**src/rtl/substitute.sv**
```systemverilog
// substitute: registered AES S-box (forward or inverse), one byte per clock.
// The table is computed as GF(2^8) inversion plus affine transform rather than stored.
module substitute #(
  parameter bit INVERSE = 1'b0
) (
  input  logic       clk,
  input  logic       rst,
  input  logic       in_valid,
  input  logic [7:0] in_byte,
  output logic       out_valid,
  output logic [7:0] out_byte
);
  function automatic logic [7:0] gmul(input logic [7:0] a, input logic [7:0] b);
    logic [7:0] p, t;
    p = 8'h00;
    t = a;
    for (int i = 0; i < 8; i++) begin
      p = b[i] ? p ^ t : p;
      t = {t[6:0], 1'b0} ^ (t[7] ? 8'h1b : 8'h00);
    end
    return p;
  endfunction
  // x^254 = product of x^(2^k) for k = 1..7; yields 0 for x = 0 as required
  function automatic logic [7:0] ginv(input logic [7:0] x);
    logic [7:0] s, r;
    s = x;
    r = 8'h01;
    for (int k = 1; k < 8; k++) begin
      s = gmul(s, s);
      r = gmul(r, s);
    end
    return r;
  endfunction
  function automatic logic [7:0] rotl(input logic [7:0] v, input int n);
    logic [15:0] d;
    d = {v, v} << n;
    return d[15:8];
  endfunction
  function automatic logic [7:0] affine(input logic [7:0] b);
    return b ^ rotl(b, 1) ^ rotl(b, 2) ^ rotl(b, 3) ^ rotl(b, 4) ^ 8'h63;
  endfunction
  function automatic logic [7:0] inv_affine(input logic [7:0] s);
    return rotl(s, 1) ^ rotl(s, 3) ^ rotl(s, 6) ^ 8'h05;
  endfunction
  logic [7:0] mapped;
  always_comb mapped = INVERSE ? ginv(inv_affine(in_byte)) : affine(ginv(in_byte));
  always_ff @(posedge clk or posedge rst)
    if (rst) begin
      out_valid <= 1'b0;
      out_byte  <= 8'h00;
    end else begin
      out_valid <= in_valid;
      if (in_valid) out_byte <= mapped;
    end
endmodule

```
**config.mk**
```make
export PLATFORM = sky130hd
export DESIGN_NAME = substitute
export DESIGN_NICKNAME = d
export VERILOG_FILES = /design/src/rtl/substitute.sv
export SDC_FILE = /design/constraint.sdc
export NUM_CORES = 1
export LEC_CHECK = 0
export BUFFER_PORTS_ARGS = -buffer_cell sky130_fd_sc_hd__clkbuf_2
export CORE_UTILIZATION = 45
export CTS_BUF_LIST = sky130_fd_sc_hd__clkbuf_8
export DETAILED_ROUTE_END_ITERATION = 6
export GPL_TIMING_DRIVEN = 0
export PLACE_DENSITY = 0.6
export SYNTH_ARGS = -nofsm -noshare
export SYNTH_HDL_FRONTEND = slang
export SYNTH_SLANG_ARGS = --single-unit
export TNS_END_PERCENT = 5
```
**constraint.sdc**
```tcl
create_clock -name clk -period 1.8 [get_ports clk]
set_clock_uncertainty 0.2 [all_clocks]
set_input_delay 0.18 -clock clk [delete_from_list [all_inputs] [get_ports clk]]
set_output_delay 0.18 -clock clk [all_outputs]
set_load 0.05 [all_outputs]
```
Word level (Yosys, flattened, before mapping)
Cells that the tools add are included.
{"block": "totals", "regBits": 9}
{"block": "op_classes", "mux": 203, "bitwise_logic": 194}
{"operator": "8-bit two-way mux", "n": 105}
{"operator": "8-bit XOR", "n": 98}
{"operator": "8-bit by 5-bit XOR with 8-bit output", "n": 88}
{"operator": "5-bit two-way mux", "n": 92}
{"operator": "7-bit two-way mux", "n": 1}
{"operator": "1-bit NOT (first input constant)", "n": 7}
{"operator": "6-bit two-way mux", "n": 1}
{"operator": "4-bit two-way mux", "n": 1}
{"operator": "4-bit NOT", "n": 1}
{"operator": "3-bit two-way mux", "n": 1}
{"operator": "2-bit two-way mux", "n": 1}
{"operator": "1-bit two-way mux", "n": 1}

Logic depth before layout (Yosys ltp)
Gate-level depths: netlist of run 1.
{"block": "depth", "ltp_word": 132, "ltp_mapped": 67, "depth_no_buf": 55}

Worst setup path after synthesis of run 1
No wires, ideal clock.
{"block": "synth_timing", "path_kind": "input to register", "startpoint": "input port in_byte[0]", "endpoint": "register out_byte[5]", "setup_ns": 0.125, "arrival_time_ns": 14.723, "t_required_ns": 1.475, "setup_slack_ns": -13.248, "stages": 63, "path_cell_list": "ha_1 -> buf_2 -> mux2i_1 -> xnor3_1 -> and2_1 -> or2_2 -> inv_1 -> ha_1 -> buf_2 -> nand2_1 -> xor2_1 -> xnor2_2 -> inv_1 -> buf_4 -> ha_1 -> nand2_1 -> xnor2_1 -> xnor2_1 -> [... 27 more ...] -> xnor2_2 -> a21oi_1 -> a2111o_1 -> a311o_1 -> o21ai_0 -> buf_2 -> nand2_1 -> a2111o_1 -> nor4b_1 -> nor4_1 -> o31a_1 -> or4_1 -> a31o_2 -> and2_1 -> nor2_1 -> xor3_2 -> xnor3_1 -> mux2_2"}
{"block": "synth_via", "elab_chain_cells": 129}
{"item": "start: declaration", "line_no": "9", "source": "input logic [7:0] in_byte,"}
{"item": "8-bit two-way mux", "line_no": "18", "source": "p = b[i] ? p ^ t : p;"}
{"item": "8-bit XOR", "line_no": "18"}
{"item": "8-bit two-way mux", "line_no": "18"}
{"item": "8-bit XOR", "line_no": "18"}
{"item": "8-bit two-way mux", "line_no": "18"}
{"item": "8-bit XOR", "line_no": "18"}
{"item": "8-bit two-way mux", "line_no": "18"}
{"item": "8-bit XOR", "line_no": "18"}
{"item": "[... 111 more ...]"}
{"item": "8-bit two-way mux", "line_no": "18"}
{"item": "8-bit XOR", "line_no": "18"}
{"item": "8-bit two-way mux", "line_no": "18"}
{"item": "8-bit XOR", "line_no": "18"}
{"item": "8-bit two-way mux *", "line_no": "18"}
{"item": "8-bit XOR (3 in a row)", "line_no": "40", "source": "return b ^ rotl(b, 1) ^ rotl(b, 2) ^ rotl(b, 3) ^ rotl(b, 4) ^ 8'h63;"}
{"item": "8-bit XOR *", "line_no": "40"}
{"item": "4-bit NOT (no line) *"}
{"item": "end signal: assignment", "line_no": "53", "source": "if (in_valid) out_byte <= mapped;"}
{"item": "end: declaration", "line_no": "11", "source": "output logic [7:0] out_byte"}
Mark *: on every way between the ends. The rest lies on a longest branch, timed or not.
A chain may end at the register's enable or synchronous reset.

Worst setup path in the final report of run 1
{"block": "layout_timing", "startpoint": "input port in_byte[6]", "endpoint": "register out_byte[5]"}
{"block": "layout_via", "elab_chain_cells": 129}
{"item": "8-bit by 5-bit XOR with 8-bit output", "line_no": "19", "source": "t = {t[6:0], 1'b0} ^ (t[7] ? 8'h1b : 8'h00);"}
{"item": "8-bit XOR", "line_no": "18"}
{"item": "8-bit two-way mux", "line_no": "18"}
{"item": "8-bit XOR", "line_no": "18"}
{"item": "8-bit two-way mux", "line_no": "18"}
{"item": "8-bit XOR", "line_no": "18"}
{"item": "8-bit two-way mux", "line_no": "18"}
{"item": "8-bit XOR", "line_no": "18"}
{"item": "[... 111 more ...]"}
{"item": "8-bit two-way mux", "line_no": "18"}
{"item": "8-bit XOR", "line_no": "18"}
{"item": "8-bit two-way mux", "line_no": "18"}
{"item": "8-bit XOR", "line_no": "18"}
{"item": "8-bit two-way mux *", "line_no": "18"}
{"item": "8-bit XOR (3 in a row)", "line_no": "40"}
{"item": "8-bit XOR *", "line_no": "40"}
{"item": "4-bit NOT (no line) *"}
Marks and branches as above.

==> results of run 1 <==
-- cell type report --
type / count / area [µm²] / share of cell area
Multi-Input combinational cell: 1877 / 16400 / 0.823
Timing Repair Buffer: 203 / 1640 / 0.0822
Buffer: 147 / 947 / 0.0475
Tap cell: 448 / 561 / 0.0281
Sequential cell: 9 / 225 / 0.0113
Inverter: 24 / 115 / 0.00577
Clock buffer: 3 / 41.3 / 0.00207
Clock inverter: 1 / 3.75 / 0.000188
-- per-stage QoR --
| stage | cells | area (µm²) | util |
|---|---|---|---|
| finish | 2712 | 19900 | 0.593 |
| CTS | 2704 | 19800 | 0.588 |
| global placement | 2528 | 16700 | 0.498 |
| floorplan | 2063 | 16100 | - |
| detailed placement | 2528 | 16700 | 0.498 |
| global route | 2712 | 19900 | 0.593 |
-- flip-flops by register name (all words and copies together), names as in the netlist --
name / flops
out_byte: 8
out_valid: 1
-- logic make-up (layout without fill, tap and decap cells) --
| family | after synthesis | in the layout | synth area share |
|---|---|---|---|
| mux | 86 | 86 | 0.0571 |
| compound gates | 448 | 448 | 0.192 |
| simple gates | 722 | 722 | 0.208 |
| buf+inv | 177 | 378 | 0.0506 |
| flops | 9 | 9 | 0.0146 |
| xor+xnor | 613 | 613 | 0.471 |
| fa+ha+maj | 8 | 8 | 0.00634 |
-- routing by layer --
| layer | up-vias | GRT usage |
|---|---|---|
| li1 | 7608 | - |
| met4 | 0 | 0.0681 |
| met2 | 725 | 0.499 |
| met5 | - | 0 |
| met3 | 102 | 0.0229 |
| met1 | 7812 | 0.426 |
-- synthesized netlist by cell type, types with 6 or more instances --
cell / instances / area share
a211oi_1: 12 / 0.0059
a21o_1: 6 / 0.0029
a21oi_1: 120 / 0.039
a221oi_1: 9 / 0.0051
a22oi_1: 15 / 0.0073
a311oi_1: 9 / 0.0051
a31oi_1: 25 / 0.010
and2_1: 15 / 0.0061
and3_1: 18 / 0.0073
buf_1: 9 / 0.0022
buf_2: 47 / 0.015
buf_4: 13 / 0.0063
clkbuf_1: 83 / 0.020
dfrtp_1: 9 / 0.015
ha_1: 7 / 0.0057
inv_1: 15 / 0.0037
mux2_2: 15 / 0.011
mux2i_1: 71 / 0.046
nand2_1: 203 / 0.050
nand2b_1: 18 / 0.0073
nand3_1: 58 / 0.019
nand4_1: 10 / 0.0041
nor2_1: 276 / 0.067
nor2b_1: 6 / 0.0024
nor3_1: 62 / 0.020
nor4_1: 14 / 0.0057
o211ai_1: 23 / 0.011
o21ai_0: 90 / 0.029
o21ai_1: 11 / 0.0036
o221ai_1: 7 / 0.0040
o22ai_1: 27 / 0.011
o31ai_1: 8 / 0.0039
o32ai_1: 8 / 0.0046
or2_2: 12 / 0.0049
or3_1: 14 / 0.0057
xnor2_1: 357 / 0.20
xnor2_2: 35 / 0.037
xnor2_4: 10 / 0.018
xnor3_1: 73 / 0.11
xnor3_2: 9 / 0.014
xor2_1: 108 / 0.061
xor3_1: 10 / 0.015
-- critical path: cells and delay by family --
kind | cells | cell delay [ns]
AOI/OAI and AO/OA | 18 | 4.65
xor gates and xnor gates | 10 | 2.64
adders and majority gates | 1 | 0.36
buffers and inverters | 14 | 2.22
muxes | 2 | 0.57
and+or+nand+nor | 14 | 2.85
-- path summary, 6_finish.rpt --
kind,to,cells after the start
worst max-delay path,out_byte[5]$_DFFE_PP0P_,59
worst min-delay path,out_byte[4]$_DFFE_PP0P_,3
worst max register to register,out_byte[1]$_DFFE_PP0P_,1
worst min register to register,out_byte[0]$_DFFE_PP0P_,1
max in group asynchronous,out_byte[7]$_DFFE_PP0P_,3
min in group clk,out_byte[0]$_DFFE_PP0P_,1
-- what timing repair did --
| item | in CTS | in global routing |
|---|---|---|
| buffers inserted | 176 | 8 |
| setup endpoints to repair | 8 | 8 |
| gates resized for setup | 286 | 27 |
| hold buffers | 2 | 0 |
| endpoints found under the hold margin | 10 | 0 |
| pin swaps | 154 | 7 |
==> results by stage, run 1 <==
Run status:
- The flow ran to the end, but the final reports show violations.
- The final reports fail on negative setup slack.

Critical path:
- The maximum single-stage delay on the critical path is 0.50 ns.
- The most numerous cell type found on the critical path is buf_6.
- The critical-path maximum fanout is 10.
- The start of the worst register-to-register path is out_byte[1]$_DFFE_PP0P_.
- The critical-path cell with the highest stage delay is or4_4.
- For the worst setup path, the data arrival time is 13.52 ns.
- The nature of the critical path endpoint is a flop.
- The kind of start point of the critical path is a primary input.
- The critical path in this run is classified as primary input to flop.
- The required time at the worst-slack endpoint is 1.71 ns.
- Across all register-to-register paths, the minimum setup slack is 0.83 ns.
- The launching element of the worst setup path is in_byte[6].

Min path:
- The worst hold path class is primary input to async pin.

CTS:
- The number of buffers added by the clock tree synthesis step is 3.
- TritonCTS built the clock tree.
- No sink is reached through more buffers than the 2 on the longest clock path.
- The H-tree level count is 1.
- The master cell of the clock root buffer is clkbuf_8.
- For the worst-skew pair, the clock arrives at the later sink with an insertion delay of 0.23 ns.
- The clock transition at the register clock pins on the worst setup and hold paths after CTS is 0.04 ns.
- For this design, the sink count on the clock tree is 9.

GRT:
- The global routing usage summed across all routing layers is 0.301.
- The first-pass GRT wire length is 86.4 mm.
- Entering global routing, the biggest net connects 11 pins.
- The total overflow left after global routing is 0.
- The initial antenna violation count is 0.
- The number of global-route vias before repair was 15500.

Place:
- After legalization and detailed placement, the total HPWL measured 38.5 mm.
- The count of buffers added on input and output ports is 17.
- The setup slack after placement is -14.14 ns.
- The last weighted congestion value of the routability-driven placer is 0.931.

Timing:
- At the pin with the least slew margin, the transition time is 1.13 ns.
- The headroom to the max-slew limit is 0.244.
- The number of endpoints with negative hold slack in the final report came to 0.
- The final setup violation count is 8.
- The smallest clock period supported by the final layout is computed as 13.61 ns.
- The achievable clock frequency is 73.5 MHz.
- The final count of pins violating max slew is 0.
- The minimum setup slack in the final design is -11.81 ns.
- Setup repair after global routing could not meet its margin everywhere.
- The final worst hold slack is 0.247 ns.
- Dividing the final minimum period by the clock period gives 7.56.
- Summed over all failing endpoints, the final setup total negative slack is -93.74 ns.

Drt:
- After detailed routing, the wire length on met1 is 23.9 mm.
- The first TritonRoute pass finished after 6 iterations.
- Dividing the detail-routed wire length by the instance count gives 19.9 µm.
- Wire segments on met3 add up to 3.82 mm in the final route.
- In this run the remaining antenna-violating nets after routing total 0.
- In the routed layout, each cell is associated on average with a via count of 5.99.
- The initial detailed-routing violation count is 1528.
- The total met2 wirelength after detailed routing is 25.1 mm.
- The routed layout has 16200 vias.
- Summed over all layers, the routed wires come to 54.0 mm.
- After detailed routing, no signal wire sits above met4.
- The remaining design rule violation count is 0.

Yosys:
- The synthesized design contains 0 enable-type register cells.
- Each instance of the synthesized netlist takes up on average 7.46 µm².
- The synthesized netlist contains 96 unique library cells.
- The share of synthesized flip-flops with an asynchronous set or reset is 1.00.
- The cell area after technology mapping is 15400 µm².
- Of the synthesized area, sequential elements account for 0.0146.
- Counting every net in the synthesized netlist gives 2081.
- Synthesis handed over a netlist of 2063 instances.
- Counting flops and latches in the post-synthesis netlist gives 9.
- The number of warnings issued by yosys is 0.
- Among all flip-flop cells after synthesis, the most frequent one is dfrtp_1.

Finish:
- In the final design database the tool counted 2283 nets.
- The commonest non-fill, non-tap cell in the layout is xnor2_1.
- The number of antenna cells inserted is 0.
- The fraction of final layout cells sized beyond drive strength 1 is 0.280.
- Relative to the synthesized area, the layout overhead comes to 29.6%.
- The fill cell total of the finished layout is 3029.
- In the layout the commonest cells are xnor2_1 (293), nor2_1 (266), nand2_1 (195).

Die:
- The vertical die dimension is 187 µm.
- The overall die area is 34900 µm².
- The starting utilization of the core area is 0.458.
- The placeable core region is 33600 µm².
- The die is 187 µm wide.
- The number of core rows is 67.
- The boundary pin count is 20.

Job:
- The count of maximum capacitance violations is 0.
Power of run 1 is not shown: default switching activity piles up to over one toggle a cycle in this logic, so the estimate is an artifact.
==> run 2: changes to the inputs <==
--- a/config.mk
+++ b/config.mk
@@ -10,6 +10,7 @@
 export CTS_BUF_LIST = sky130_fd_sc_hd__clkbuf_8
 export DETAILED_ROUTE_END_ITERATION = 6
 export GPL_TIMING_DRIVEN = 0
+export MAX_ROUTING_LAYER = met4
 export PLACE_DENSITY = 0.6
 export SYNTH_ARGS = -nofsm -noshare
 export SYNTH_HDL_FRONTEND = slang
==> run 2 against run 1 <==
The run ends with design-rule violations, negative setup slack left. Global-route usage shrank 0.46 points. Utilization grew 0.14 points. Critical path depth grew 2. Clock-buffer cell count is the same. Worst hold slack lost 0.0057 ns.
==> results by stage, run 2 (same netlist as run 1, synthesis figures left out) <==
Critical path:
- Tracing the worst setup path back leads to its startpoint at in_byte[7].
- The length in cells of the worst reg-to-reg path is 1.
- The nature of the critical path endpoint is a flop.
- The critical-path cell with the highest stage delay is or4_4.
- For the worst setup path, the data required time is 1.71 ns.
- The maximum single-stage delay on the critical path is 0.49 ns.
- The worst register-to-register path has a setup slack of 0.84 ns.
- The instance count on the critical path is 61.
- Data arrives at the worst endpoint at 13.77 ns.
- The worst register-to-register path ends at out_byte[7]$_DFFE_PP0P_.
- The timing endpoint of the critical path is out_byte[5]$_DFFE_PP0P_.
- The total buffers and inverters traversed by the critical path is 18.
- The start-to-end type of the worst setup path is primary input to flop.
- The kind of start point of the critical path is a primary input.
- In this run the worst path has a maximum fanout of 10.
- In this run the critical register-to-register path is launched from out_byte[7]$_DFFE_PP0P_.
- The family of cells with the greatest summed delay on the critical path is simple AND/OR/NAND/NOR gates.

Timing:
- The final setup violation count is 8.
- The final count of pins violating max slew was 0.
- For the pin with the worst max-slew slack, the measured transition is 1.16 ns.
- The number of endpoints with negative hold slack in the final report came to 0.
- Timing would allow up to 72.1 MHz.
- Counting I/O delays and the setup requirement, the final critical path takes 13.86 ns.
- Setup repair after global routing could not meet its margin everywhere.
- Of the available clock period, the critical path in the final layout requires 7.70.
- The worst pin sits at a relative slew slack of 0.222.
- The minimum setup slack in the final design is -12.06 ns.

Min path:
- In this run the worst hold path is classified as primary input to async pin.

CTS:
- After clock tree synthesis, the clock-pin slew on the worst setup and hold paths is 0.04 ns.
- The number of clock sinks is 9.
- The master cell of the clock root buffer is clkbuf_8.
- In this run the deepest clock path goes through 2 buffers.
- CTS built an H-tree with a depth of 1.
- Buffers inserted during clock tree synthesis total 3.
- TritonCTS built the clock tree.
- Clock latency on the worst-skew pair, taken at its later pin, is 0.23 ns.

Die:
- The boundary pin count is 20.
- The floorplan step defined a die boundary enclosing 34900 µm².
- Measured along the x axis, the die boundary spans 187 µm.
- The number of core rows is 67.
- From bottom edge to top edge, the die measures 187 µm.
- The starting utilization of the core area is 0.458.
- The core region is 33600 µm².

Finish:
- The largest registers in the layout are out_byte (8), out_valid (1).
- The library cells used most frequently in the layout, excluding fill and tap cells, are xnor2_1 (292), nor2_1 (267), buf_4 (204).
- The top register by number of flip-flops is out_byte.
- The register with the most flip-flops in the layout has 8 of them.
- At the end of the flow the core is filled with cells to 0.595.
- The fraction of final layout cells sized beyond drive strength 1 is 0.281.
- The library cell used most frequently in the layout, excluding fill and tap cells, is xnor2_1.
- Relative to the synthesized area, the layout overhead comes to 29.9%.
- The number of antenna diodes in the final layout is 0.
- The number of nets at the end of the flow is 2292.

Run status:
- The run finished, with violations left.
- The checks that failed: design-rule violations, negative setup slack.

Drt:
- The post-detailed-route count of antenna-violating nets is 0.
- The wire length per cell after detailed routing is 19.8 µm.
- After detailed routing, the number of remaining DRC violations is 2.
- After detailed routing, the number of vias per cell comes to 5.99.
- The routed via count is 16300.
- The first TritonRoute pass finished after 7 iterations.
- For this block, the initial DRC count from the detailed router was 1444.
- Summed over all layers, the routed wires come to 54.0 mm.

Place:
- The last weighted congestion value of the routability-driven placer is 0.943.
- The placed wire-length estimate after detailed placement is 38.6 mm.
- The number of buffers inserted by port buffering is 17.

GRT:
- The number of global-route vias before repair is 14900.
- The first-pass GRT wire length is 83.0 mm.
- Entering global routing, the biggest net connects 11 pins.
- The initial antenna violation count is 0.
- The global route total overflow is 0.
- The global routing usage summed across all routing layers is 0.297.

Job:
- Across the run, the number of max-cap violations was 0.
## run 2: cell count changes in the layout (fill, tap and decap cells not counted), sizes merged
cell    previous run  this run
inv               21        23
clkinv             4         2
clkbuf           103        96
buf              248       264
## run 2: metal layers
metal / track usage / up-vias / wire, µm
met4: 0.0627 / 0 / 1170
li1: - / 7634 / -
met3: 0.0205 / 102 / 4030
met1: 0.407 / 7787 / 23100
met5: - / - / 0
met2: 0.479 / 765 / 25600
## run 2: tightest hold or removal path, stage by stage
cell and delay [ns]:
dlygate4sd3_1 0.53, clkbuf_2 0.10, inv_1 0.26
## run 2: timing repair
action / in CTS / in global routing
cloned: 0 / 1
setup endpoints to repair: 8 / 8
gates resized for setup: 104 / 233
hold buffers: 2 / 0
endpoints found under the hold margin: 10 / 0
pin swaps: 48 / 109
setup buffers: 65 / 128
## run 2: through the flow
stage / TNS, ns / area (µm²) / setup WS, ns / hold WS, ns / cells
floorplan: -91.17 / 16100 / -11.53 / -0.192 / 2063
global placement: -112.40 / 16700 / -14.14 / -0.0761 / 2528
detailed placement: -112.42 / 16700 / -14.13 / -0.0627 / 2528
CTS: -98.87 / 17900 / -12.41 / 0.241 / 2597
global route: -99.76 / 20000 / -12.52 / 0.296 / 2721
finish: -95.83 / 20000 / -12.06 / 0.241 / 2721
## run 2: final cells by class
cell class              count  area [µm²]
clock inverters             1        3.75
flip-flops and latches      9         225
clock buffers               3        41.3
repair buffers            213        1610
well taps                 448         561
fillers                  2970       13600
plain buffers             146         913
inverters                  24         113
multi-input cells        1877       16500
## run 2: worst min-delay path by stage
stage                                          to  cells past startpoint
after floorplan           out_byte[0]$_DFFE_PP0P_                      1
after global placement        out_valid$_DFF_PP0_                      2
after detailed placement      out_valid$_DFF_PP0_                      2
after CTS                 out_byte[7]$_DFFE_PP0P_                      3
after global routing      out_byte[6]$_DFFE_PP0P_                      3
final                     out_byte[6]$_DFFE_PP0P_                      3
Power of run 2 is left out for the same reason.
==> run 3: changes to the inputs <==
--- a/config.mk
+++ b/config.mk
@@ -6,12 +6,14 @@
 export NUM_CORES = 1
 export LEC_CHECK = 0
 export BUFFER_PORTS_ARGS = -buffer_cell sky130_fd_sc_hd__clkbuf_2
+export CELL_PAD_IN_SITES_DETAIL_PLACEMENT = 0
+export CELL_PAD_IN_SITES_GLOBAL_PLACEMENT = 1
 export CORE_UTILIZATION = 45
 export CTS_BUF_LIST = sky130_fd_sc_hd__clkbuf_8
 export DETAILED_ROUTE_END_ITERATION = 6
 export GPL_TIMING_DRIVEN = 0
 export MAX_ROUTING_LAYER = met4
-export PLACE_DENSITY = 0.6
+export PLACE_DENSITY = 0.77
 export SYNTH_ARGS = -nofsm -noshare
 export SYNTH_HDL_FRONTEND = slang
 export SYNTH_SLANG_ARGS = --single-unit
==> run 3 against run 2 <==
The flow finishes with violations (negative setup slack). Cell area shrank 9.0%. Global-route usage grew 0.74 points. Sequential cell count is the same. Utilization shrank 5.3 points. Die area is the same. Via count shrank 4.2%. Maximum frequency shrank 3.8%. Worst hold slack lost 0.0013 ns. Cell count shrank 4.1%. First-iteration DRC count shrank 8.1%. Critical path type unchanged.
==> results by stage, run 3 (same netlist as run 1, synthesis figures left out) <==
Run status:
- The run finished, with violations left.
- The checks that failed: negative setup slack.

Die:
- The horizontal die dimension is 187 µm.
- The placeable core region is 33600 µm².
- The starting utilization of the core area is 0.458.
- The boundary pin count is 20.
- The overall die area is 34900 µm².
- The number of core rows is 67.
- The die is 187 µm tall.

Critical path:
- The nature of the critical path endpoint is a flop.
- Of all nets on the critical path, the largest fanout is 10.
- Data arrives at the worst endpoint at 14.31 ns.
- The length in cells of the worst reg-to-reg path is 1.
- The setup path with the least slack is of type primary input to flop.
- The capture instance of the worst register-to-register path is out_byte[5]$_DFFE_PP0P_.
- The setup check on the worst reg-to-reg path leaves a slack of 0.84 ns.
- STA classifies the critical path startpoint as a primary input.
- The start of the worst register-to-register path is out_byte[5]$_DFFE_PP0P_.
- Data on the critical path is required at its endpoint by 1.71 ns.
- The largest individual stage delay along the critical path comes from the cell xor3_2.
- The maximum single-stage delay on the critical path is 0.51 ns.
- The cell type with the highest occurrence count on the critical path is xnor2_4.

Drt:
- The post-detailed-route count of antenna-violating nets is 0.
- In this run, the number of DRC markers left after iteration 0 of detailed routing was 1327.
- The final route contains 15600 vias.
- The count of TritonRoute iterations in the first routing pass is 5.
- After detailed routing, the number of remaining DRC violations is 0.
- The detailed-route wire length is 52.6 mm.
- The wire length per cell after detailed routing is 20.2 µm.
- The via-per-instance ratio is 5.98.

Finish:
- Ranked by flip-flop count, first place goes to out_byte.
- The flip-flop count of the largest register after layout is 8.
- After the last flow step, the layout net total stands at 2180.
- In the layout the commonest cells are xnor2_1 (315), nor2_1 (270), nand2_1 (199).
- The number of antenna diodes in the final layout is 0.
- Fill cells in the final layout number 3243.
- Relative to the synthesized area, the layout overhead comes to 18.2%.
- Leaving out fill and tap cells, the most frequent cell in the layout is xnor2_1.
- In the final layout, the registers with the most flip-flops are out_byte (8), out_valid (1).
- In the final layout, the share of cells above drive strength 1 is 0.199.

Timing:
- The number of endpoints with negative hold slack in the final report was 0.
- The final count of pins violating max slew is 0.
- For the pin with the worst max-slew slack, the measured transition is 1.10 ns.
- The final cycle utilization of the critical path is 8.00.
- The final setup violation count is 8.
- Measured against its own limit, the worst slew margin works out to 0.264.
- Setup repair after global routing could not meet its margin everywhere.
- Based on the critical path, the design can be clocked at up to 69.4 MHz.
- The minimum setup slack in the final design is -12.61 ns.
- The worst path in the final design needs a cycle of 14.41 ns, including I/O delays and setup.

GRT:
- The initial antenna violation count is 0.
- The global route total overflow is 0.
- For this run, the total global-route usage over all layers was measured as 0.304.
- The first global-routing pass estimated 84.0 mm of wire.
- The number of global-route vias before repair is 14800.
- The maximum number of pins on one net before global-route repair is 11.

CTS:
- TritonCTS built the clock tree.
- The later-pin clock latency in the skew report is 0.23 ns.
- The H-tree level count is 1.
- After clock tree synthesis, the clock-pin slew on the worst setup and hold paths is 0.04 ns.
- The number of buffers on the longest clock path is 2.
- The number of buffers added by the clock tree synthesis step is 3.
- The root buffer cell chosen for the clock tree is clkbuf_8.
- The number of clock sinks is 9.

Place:
- The congestion estimate from routability-driven global placement came to 0.940.
- Buffers placed on the I/O ports in this run total 17.
- The setup slack after placement is -14.37 ns.
- The placed wire-length estimate after detailed placement is 39.3 mm.

Job:
- The count of maximum capacitance violations is 0.

Min path:
- The path class of the tightest hold or removal check is primary input to async pin.
[run 3: cell types whose count changed in the layout (fill, tap and decap cells not counted), moves of 6 or more]
cell      change
buf_4       -116
xor2_4        -7
clkbuf_1     +11
mux2i_4       -6
a21oi_1       +7
buf_8         -8
xor2_1        +9
xnor2_1      +23
xnor3_1       +9
xnor2_4      -16
a21oi_2       -7
xnor3_2       -8
xnor2_2       -7
[run 3: worst max-delay path: cells and delay by family]
family / cells / cell delay (ns)
AO/OA/AOI/OAI: 12 / 2.72
XOR/XNOR: 16 / 4.21
adder cells (fa/ha/maj): 3 / 0.92
buffers and inverters: 15 / 2.62
multiplexers: 2 / 0.66
AND/OR/NAND/NOR: 15 / 2.93
[run 3: routing by layer]
layer  vias to the layer above  track usage  part of all wire
li1                       7420            -                 -
met1                      7517        0.430              0.46
met2                       599        0.485              0.46
met3                        69       0.0137             0.060
met4                         0       0.0523             0.014
met5                         -            -                 0
[run 3: how the worst max path moves through the flow]
stage                     slack (ns)        from                      end  cells past startpoint
after floorplan               -11.53  in_byte[1]  out_byte[5]$_DFFE_PP0P_                     62
after global placement        -14.32  in_byte[5]  out_byte[3]$_DFFE_PP0P_                     56
after detailed placement      -14.37  in_byte[7]  out_byte[3]$_DFFE_PP0P_                     57
after CTS                     -12.45  in_byte[0]  out_byte[3]$_DFFE_PP0P_                     56
after global routing          -13.22  in_byte[0]  out_byte[0]$_DFFE_PP0P_                     62
final                         -12.61  in_byte[7]  out_byte[5]$_DFFE_PP0P_                     63
[run 3: stage by stage]
step	setup TNS [ns]	instances	utilization	cell area, µm²	hold slack [ns]
6_report	-100.25	2609	0.541	18200	0.240
5_1_grt	-105.37	2609	0.541	18200	0.291
4_1_cts	-99.11	2606	0.538	18100	0.241
3_5_place_dp	-114.13	2528	0.498	16700	-0.0709
3_3_place_gp	-113.83	2528	0.498	16700	-0.0766
2_1_floorplan	-91.17	2063	-	16100	-0.192
[run 3: timing repair]
item / in CTS / in global routing
gates resized for setup: 118 / 14
endpoints found under the hold margin: 10 / 0
pin swaps: 51 / 2
hold buffers: 2 / 0
endpoints found under the setup margin: 8 / 8
buffers inserted: 72 / 4
cloned: 1 / 0
[run 3: cell type report]
type	instances	area [µm²]	share of cell area
Clock buffer	3	41.3	0.00227
Clock inverter	1	3.75	0.000206
Buffer	151	856	0.0470
Timing Repair Buffer	95	726	0.0399
Tap cell	448	561	0.0308
Sequential cell	9	225	0.0124
Inverter	24	105	0.00578
Multi-Input combinational cell	1878	15700	0.862
Power of run 3 is left out for the same reason.
